--- config.mk ---
export PLATFORM = sky130hd
export DESIGN_NAME = store_part_buffer
export DESIGN_NICKNAME = d
export VERILOG_FILES = /design/src/rtl/store_pkg.sv /design/src/rtl/store_align.sv /design/src/rtl/store_part_buffer.sv
export SDC_FILE = /design/constraint.sdc
export NUM_CORES = 1
export LEC_CHECK = 0
export ABC_AREA = 1
export CAP_MARGIN = 20
export CELL_PAD_IN_SITES_DETAIL_PLACEMENT = 0
export CELL_PAD_IN_SITES_GLOBAL_PLACEMENT = 1
export CORE_UTILIZATION = 50
export DETAILED_ROUTE_END_ITERATION = 10
export DONT_BUFFER_PORTS = 1
export GPL_TIMING_DRIVEN = 0
export PLACE_DENSITY_LB_ADDON = 0.12
export SETUP_SLACK_MARGIN = 0.05
export SYNTH_ARGS = -nofsm -noshare
export SYNTH_HDL_FRONTEND = slang
export SYNTH_SLANG_ARGS = --single-unit
--- constraint.sdc ---
create_clock -name clk -period 11.4 [get_ports clk]
set_input_delay 2.85 -clock clk [delete_from_list [all_inputs] [get_ports clk]]
set_output_delay 2.85 -clock clk [all_outputs]
set_load 0.01 [all_outputs]
--- src/rtl/store_pkg.sv ---
// Shared types and constants for the MEM-stage store buffer.
// Covers the store width codes, the buffered entry layout and the lane count.
package store_pkg;

   localparam int DATA_WIDTH = 32;
   localparam int ADDR_WIDTH = 32;
   localparam int NUM_LANES  = DATA_WIDTH / 8;

   typedef enum logic [2:0] {
      SB = 3'b000,
      SH = 3'b001,
      SW = 3'b010
   } store_op_e;

   typedef struct packed {
      logic [ADDR_WIDTH-1:0] addr;
      logic [DATA_WIDTH-1:0] data;
      logic [NUM_LANES-1:0]  be;
   } store_entry_t;

endpackage

--- src/rtl/store_align.sv ---
// Combinational lane aligner: replicates store data across byte lanes and
// derives byte enables plus legality/alignment flags from the width code.
module store_align
   import store_pkg::*;
(
   input  logic [2:0]            op,
   input  logic [1:0]            addr,
   input  logic [DATA_WIDTH-1:0] wd,
   output logic [DATA_WIDTH-1:0] data,
   output logic [NUM_LANES-1:0]  be,
   output logic                  misaligned,
   output logic                  legal
);

   // Misaligned is only meaningful for recognised codes; unknown codes are silent no-ops.
   always_comb begin
      data       = '0;
      be         = '0;
      misaligned = 1'b0;
      legal      = 1'b0;
      case (op)
         SB: begin
            legal = 1'b1;
            data  = {4{wd[7:0]}};
            be    = 4'b0001 << addr;
         end
         SH: begin
            legal      = 1'b1;
            misaligned = addr[0];
            data       = {2{wd[15:0]}};
            be         = addr[1] ? 4'b1100 : 4'b0011;
         end
         SW: begin
            legal      = 1'b1;
            misaligned = (addr != 2'b00);
            data       = wd;
            be         = 4'b1111;
         end
         default: begin
            legal = 1'b0;
         end
      endcase
   end

endmodule

--- src/rtl/store_part_buffer.sv ---
// MEM-stage store buffer: aligns SB/SH/SW stores, queues them in a small FIFO
// and drains them to data memory over a req/ack handshake.
module store_part_buffer #(
   parameter int DATA_WIDTH = 32,
   parameter int ADDR_WIDTH = 32,
   parameter int DEPTH      = 2
) (
   input  logic                    clk,
   input  logic                    rst_n,
   input  logic                    MemWriteM,
   input  logic [2:0]              StoreSrcM,
   input  logic [ADDR_WIDTH-1:0]   ALUResultM,
   input  logic [DATA_WIDTH-1:0]   WriteDataM,
   output logic                    StallStoreM,
   output logic                    MisalignedM,
   output logic                    StoreEmptyM,
   output logic                    MemReq,
   output logic [ADDR_WIDTH-1:0]   MemAddr,
   output logic [DATA_WIDTH-1:0]   MemWData,
   output logic [DATA_WIDTH/8-1:0] MemBE,
   input  logic                    MemAck
);

   import store_pkg::store_entry_t;

   localparam int PTR_W = $clog2(DEPTH);
   localparam int CNT_W = PTR_W + 1;

   logic [CNT_W-1:0]      count;
   logic [PTR_W-1:0]      rd_ptr;
   logic [PTR_W-1:0]      wr_ptr;
   store_entry_t          entries [DEPTH];
   store_entry_t          new_entry;
   store_entry_t          head;

   logic [DATA_WIDTH-1:0]   al_data;
   logic [DATA_WIDTH/8-1:0] al_be;
   logic                    al_misaligned;
   logic                    al_legal;

   logic full;
   logic empty;
   logic push;
   logic pop;
   logic mis_event;

   store_align u_align (
      .op         (StoreSrcM),
      .addr       (ALUResultM[1:0]),
      .wd         (WriteDataM),
      .data       (al_data),
      .be         (al_be),
      .misaligned (al_misaligned),
      .legal      (al_legal)
   );

   // Push/pop decisions depend only on registered count, so ack never reaches stall.
   always_comb begin
      full      = (count == CNT_W'(DEPTH));
      empty     = (count == '0);
      push      = MemWriteM & al_legal & ~al_misaligned & ~full;
      pop       = ~empty & MemAck;
      mis_event = MemWriteM & al_legal & al_misaligned & ~full;

      new_entry      = '0;
      new_entry.addr = {ALUResultM[ADDR_WIDTH-1:2], 2'b00};
      new_entry.data = al_data;
      new_entry.be   = al_be;
   end

   // Occupancy and pointers; a simultaneous push and pop leaves count unchanged.
   always_ff @(posedge clk or negedge rst_n) begin
      if (!rst_n) begin
         count  <= '0;
         rd_ptr <= '0;
         wr_ptr <= '0;
      end else begin
         if (push) begin
            wr_ptr <= wr_ptr + 1'b1;
         end
         if (pop) begin
            rd_ptr <= rd_ptr + 1'b1;
         end
         case ({push, pop})
            2'b10:   count <= count + CNT_W'(1);
            2'b01:   count <= count - CNT_W'(1);
            default: count <= count;
         endcase
      end
   end

   // Storage needs no reset: empty entries are never presented on the bus.
   always_ff @(posedge clk) begin
      if (push) begin
         entries[wr_ptr] <= new_entry;
      end
   end

   always_ff @(posedge clk or negedge rst_n) begin
      if (!rst_n) begin
         MisalignedM <= 1'b0;
      end else begin
         MisalignedM <= mis_event;
      end
   end

   // Bus outputs show the head entry only while a request is outstanding.
   always_comb begin
      head        = entries[rd_ptr];
      MemReq      = ~empty;
      StallStoreM = full;
      StoreEmptyM = empty;
      MemAddr     = '0;
      MemWData    = '0;
      MemBE       = '0;
      if (!empty) begin
         MemAddr  = head.addr;
         MemWData = head.data;
         MemBE    = head.be;
      end
   end

endmodule

==> flow_summary.toml, run 1 <==
[drt]
wl_per_cell_um = 18.4
drt_iter0_markers = 236
vias = 3647
drc = 0
ant_nets = 0
routed_via_density = 5.28
drt_pass1_iterations = 4
wirelength_um = 12700

[finish]
design_area_sq_mm = 0.00661
layout-drive-gt1-share_pct = 14.7
final_common_cell = "nand2_1"
nets = 610
synthToLayoutAreaGrowth_pct = 14.2
fin_cells = 691
n_antenna_cell = 0
layout_common_cells = "182 x nand2_1, 132 x edfxtp_1, 68 x a21oi_1"

[logic_synthesis]
ys_warn_count = 0
postSynthAreaPerCell_sq_um = 11.2
synth.ff_latch_count = 137
ys_types = 27
syn-cell-area_sq_mm = 0.00579
synth_seq_area_share_pct = 70.6
netlist_instances = 515

[clock_network]
cts_tree = "built"
cts_setup_buffers = 0
cts_buffers = 17
path_clk_slew_ns = 0.06
clk-insertion-delay-late_ns = 0.41
cts_hold_buf = 0
clockBufferDepth = 2
cts.root.buffer_cell = "clkbuf_16"
cts_resized = 0
cts_sinks = 137
cts-htree-levels = 4

[sta]
max_slew.worst_pin.slew_ns = 0.876
whs_ns = 0.597
tns_ns = 0
slew_headroom_pct = 41.6
period_minus_slack_ns = 4.62
maxClockFrequency_mhz = 216
fin_crit_sh_pct = 40.5
rsz0062_at_grt = "no"
setup_viol = 0
report.final.slew_viol_count = 0
worst_clock_skew_ns = 0.0127
finalHoldViolCount = 0
setup_slack_ns = 6.78

[critical_path]
cp.required_ns = 8.55
slowest_stage = "a21oi_1"
end_kind = "output port"
worstPathMaxFanout = 10
crit_type = "flip-flop to output port"
crit_family = "buffers and inverters"
cp.arrival_ns = 1.77
path_cells = "buf_2 > inv_2 > buf_4 > buf_4 > nand2_1 > a21oi_1"
cpMostUsedCell = "buf_4"
cpPeakStageDelay_ns = 0.36
path_buf_inv = 4
startpoint_type = "flip-flop"

[global_route]
antenna_found_initial = 0
track_usage_pct = 22.3
grt_max_degree = 67
gr-total-overflow = 0
first_global_vias = 3513
grt_pass1_wl_um = 19000

[placement]
port_buffers = 0
placed_cell_area_sq_mm = 0.00606
place_congestion = 0.848
hpwl_um = 8880
dp.cells = 659
preCtsSetupSlack_ns = 6.66

[floorplanning]
coreArea_sq_mm = 0.0111
dieArea_sq_mm = 0.0120
die_x_um = 110
die_h_um = 110
start_util_pct = 52.3
row_count = 38
ios = 143

[outcome]
outcome = "completed"

[run]
drv_cap = 0

[power_and_ir_drop]
leakagePower_nw = 2.55
ir_drop_uv = 116
powerDensity_mw_per_mm2 = 241

[worst_hold_path]
worstHoldPathType = "flip-flop to flip-flop"
## routing by layer
metal | vias to the layer above | track usage (%) | part of all wire [%]
met1 | 1706 | 28.7 | 40
met2 | 135 | 34.7 | 49
met3 | 11 | 8.54 | 10
li1 | 1795 | - | -
met4 | 0 | 7.81 | 0.92
met5 | - | 0 | 0
## worst paths after layout
| check | startpoint | to | slack [ns] | cells after the start |
|---|---|---|---|---|
| min in group asynchronous | rst_n | count[1]$_DFFE_PN0P_ | 2.13 | 0 |
| hold reg to reg | count[0]$_DFFE_PN0P_ | count[0]$_DFFE_PN0P_ | 0.60 | 1 |
| setup reg to reg | count[0]$_DFFE_PN0P_ | entries[1][35]$_DFFE_PP_ | 9.22 | 9 |
| max in group asynchronous | rst_n | rd_ptr$_DFFE_PN0P_ | 9.20 | 0 |
| setup / recovery | rd_ptr$_DFFE_PN0P_ | MemWData[24] | 6.78 | 6 |
| hold / removal | count[0]$_DFFE_PN0P_ | count[0]$_DFFE_PN0P_ | 0.60 | 1 |
## power breakdown
group          switching, mW  leakage (nW)  total, mW  internal, mW
registers             0.0136          1.27      0.619         0.605
logic                  0.347          1.02      0.467         0.120
clock network          0.207         0.262      0.507         0.300
total                  0.568          2.55       1.59          1.03
## cells in the mapped netlist
library cell | n | area share, %
dfrtp_1 | 5 | 2.2
a21oi_1 | 68 | 5.9
o31ai_1 | 1 | 0.13
buf_4 | 8 | 1.0
edfxtp_1 | 132 | 68
ha_1 | 1 | 0.22
o21ai_0 | 1 | 0.086
nand2_2 | 1 | 0.11
nand3_2 | 1 | 0.17
nand2_4 | 1 | 0.19
nand4_1 | 1 | 0.11
a21oi_2 | 1 | 0.15
inv_2 | 12 | 0.78
nand3_1 | 20 | 1.7
o21ai_1 | 19 | 1.6
xnor2_1 | 1 | 0.15
nor2_1 | 4 | 0.26
clkbuf_1 | 4 | 0.26
a21o_1 | 1 | 0.13
conb_1 | 1 | 0.065
xor2_1 | 2 | 0.30
buf_6 | 5 | 0.97
nand2_1 | 182 | 12
inv_1 | 26 | 1.7
o21bai_1 | 1 | 0.13
buf_2 | 13 | 1.1
nor2_2 | 3 | 0.32
## stage by stage
step	power, mW	utilization [%]
after floorplan	0.982	-
after global placement	1.09	53.9
after detailed placement	1.10	54.7
after CTS	1.61	59.7
after global routing	1.68	59.7
final	1.59	59.7
## area by class of cell
type                       count  area [sq um]
fill                         931          4460
inverter                      38           145
sequential                   137          4090
buffer                        30           196
timing repair buffer           3          75.1
clock inverter                14           128
multi-input combinational    311          1380
tap                          140           175
clock buffer                  18           429
## flip-flops by register name (all words and copies together) (netlist names)
name         cells
wr_ptr           1
rd_ptr           1
MisalignedM      1
count            2
entries        132
## cells by family (layout without fill, tap and decap cells)
kind of cell	count (synthesis)	count (layout)	synth area share, %
and+or+nand+nor	213	213	14.7
other	1	2	0.0647
xor gates and xnor gates	3	3	0.454
adders and majority gates	1	1	0.216
buffers and inverters	68	103	5.85
DFF	137	137	70.6
AOI/OAI and AO/OA	92	92	8.14
Power figures use the tool's default switching activity.
==> run 2: changes to the inputs <==
--- a/config.mk
+++ b/config.mk
@@ -9,7 +9,7 @@
 export CAP_MARGIN = 20
 export CELL_PAD_IN_SITES_DETAIL_PLACEMENT = 0
 export CELL_PAD_IN_SITES_GLOBAL_PLACEMENT = 1
-export CORE_UTILIZATION = 50
+export CORE_UTILIZATION = 44
 export DETAILED_ROUTE_END_ITERATION = 10
 export DONT_BUFFER_PORTS = 1
 export GPL_TIMING_DRIVEN = 0
==> constraint.sdc (replaced) <==
create_clock -name clk -period 3.8 [get_ports clk]
set_input_delay 0.95 -clock clk [delete_from_list [all_inputs] [get_ports clk]]
set_output_delay 0.95 -clock clk [all_outputs]
set_load 0.01 [all_outputs]
==> flow_summary.toml, run 2 (same netlist as run 1, synthesis figures left out) <==
[sta]
worst_clock_skew_ns = 0.00418
tns_ns = 0
period_minus_slack_ns = 2.78
max_slew.worst_pin.slew_ns = 0.893
slew_headroom_pct = 40.4
maxClockFrequency_mhz = 360
fin_crit_sh_pct = 73.2
rsz0062_at_grt = "no"
finalHoldViolCount = 0
setup_viol = 0
report.final.slew_viol_count = 0

[drt]
wirelength_um = 13200
routed_via_density = 5.16
drt_pass1_iterations = 5
drt_iter0_markers = 202
drc = 0
ant_nets = 0
vias = 3724
wl_per_cell_um = 18.3

[critical_path]
path_cells = "buf_2 > inv_2 > buf_4 > buf_2 > nand2_1 > a21oi_1"
cp.arrival_ns = 1.83
slowest_stage = "dfrtp_1"
crit_family = "buffers and inverters"
cp.required_ns = 2.85
startpoint_type = "flip-flop"
end_kind = "output port"
path_buf_inv = 4
worstPathMaxFanout = 10
reg2reg_slack_ns = 1.66
crit_type = "flip-flop to output port"
cpPeakStageDelay_ns = 0.36
cpMostUsedCell = "buf_2"

[clock_network]
path_clk_slew_ns = 0.05
cts_hold_buf = 0
cts_sinks = 137
clockBufferDepth = 2
cts_buffers = 17
cts.root.buffer_cell = "clkbuf_16"
cts_resized = 0
cts_tree = "built"
cts_setup_buffers = 0
clk-insertion-delay-late_ns = 0.41
cts-htree-levels = 4

[finish]
final_common_cell = "nand2_1"
fillers = 1179
final_util_pct = 51.9
layout-drive-gt1-share_pct = 13.3
nets = 609
top_regs = "entries x132, count x2"
regMostFlops = "entries"
synthToLayoutAreaGrowth_pct = 14.1
n_antenna_cell = 0
fin_cells = 722
largest_reg_flops = 132
layout_common_cells = "182 x nand2_1, 132 x edfxtp_1, 68 x a21oi_1"

[floorplanning]
start_util_pct = 45.5
die_x_um = 117
row_count = 41
die_h_um = 117
ios = 143
dieArea_sq_mm = 0.0136
coreArea_sq_mm = 0.0127

[global_route]
grt_pass1_wl_um = 19000
gr-total-overflow = 0
track_usage_pct = 19.8
first_global_vias = 3529
grt_max_degree = 67
antenna_found_initial = 0

[placement]
port_buffers = 0
dp.cells = 690
hpwl_um = 8890
place_congestion = 0.816

[worst_hold_path]
worstHoldPathType = "input pin to async pin"

[power_and_ir_drop]
ir_drop_uv = 300
leakagePower_nw = 2.54
powerDensity_mw_per_mm2 = 724

[run]
drv_cap = 0

[outcome]
outcome = "completed"
-- run 2: cell count changes in the layout (fill, tap and decap cells not counted), sizes merged --
cell	before	now
clkinv	8	7
clkbuf	22	25
inv	39	38
buf	29	28
bufinv	1	2
clkinvlp	4	2
-- run 2: power by group --
group          switching (mW)  internal [mW]
registers              0.0399           1.82
clock network           0.565          0.951
logic                    1.06          0.351
-- run 2: path summary, 6_finish.rpt --
check,startpoint,endpoint,cells past startpoint
worst max-delay path,rd_ptr$_DFFE_PN0P_,MemWData[11],6
worst min register to register,count[0]$_DFFE_PN0P_,count[0]$_DFFE_PN0P_,1
max in group asynchronous,rst_n,wr_ptr$_DFFE_PN0P_,0
worst max register to register,count[0]$_DFFE_PN0P_,entries[1][45]$_DFFE_PP_,8
min in group clk,count[0]$_DFFE_PN0P_,count[0]$_DFFE_PN0P_,1
worst min-delay path,rst_n,rd_ptr$_DFFE_PN0P_,0
-- run 2: stage by stage --
| stage | power [mW] | area, sq um | worst slack [ns] | hold WS [ns] |
|---|---|---|---|---|
| finish | 4.78 | 6610 | 1.02 | 0.235 |
| global route | 5.04 | 6610 | 0.890 | 0.214 |
| CTS | 4.84 | 6610 | 0.954 | 0.220 |
| detailed placement | 3.33 | 6060 | 0.978 | 0.595 |
| global placement | 3.30 | 6010 | -1.00 | 0.558 |
| floorplan | 2.94 | 5800 | 0.183 | 0.538 |
-- run 2: metal layers --
| layer | wire (um) | global-route usage [%] |
|---|---|---|
| met1 | 5450 | 23.5 |
| met4 | 245 | 8.27 |
| met3 | 1220 | 8.15 |
| met2 | 6270 | 31.8 |
| met5 | 0 | 0 |
-- run 2: layout make-up --
type                       instances  area [sq um]  area share [%]
sequential                       137          4090            61.9
multi-input combinational        311          1380            20.8
clock buffer                      21           440            6.67
tap                              172           215            3.26
buffer                            30           196            2.97
inverter                          38           145            2.20
clock inverter                    11           105            1.59
timing repair buffer               2          40.0           0.606
-- run 2: worst reg2reg max path, stage by stage, from the launching register on --
cell	delay [ns]
dfrtp_1	0.45
inv_2	0.04
nand2_1	0.05
nand2_1	0.07
nor2_1	0.16
nand3_1	0.16
nor2_4	0.40
buf_12	0.26
buf_12	0.23
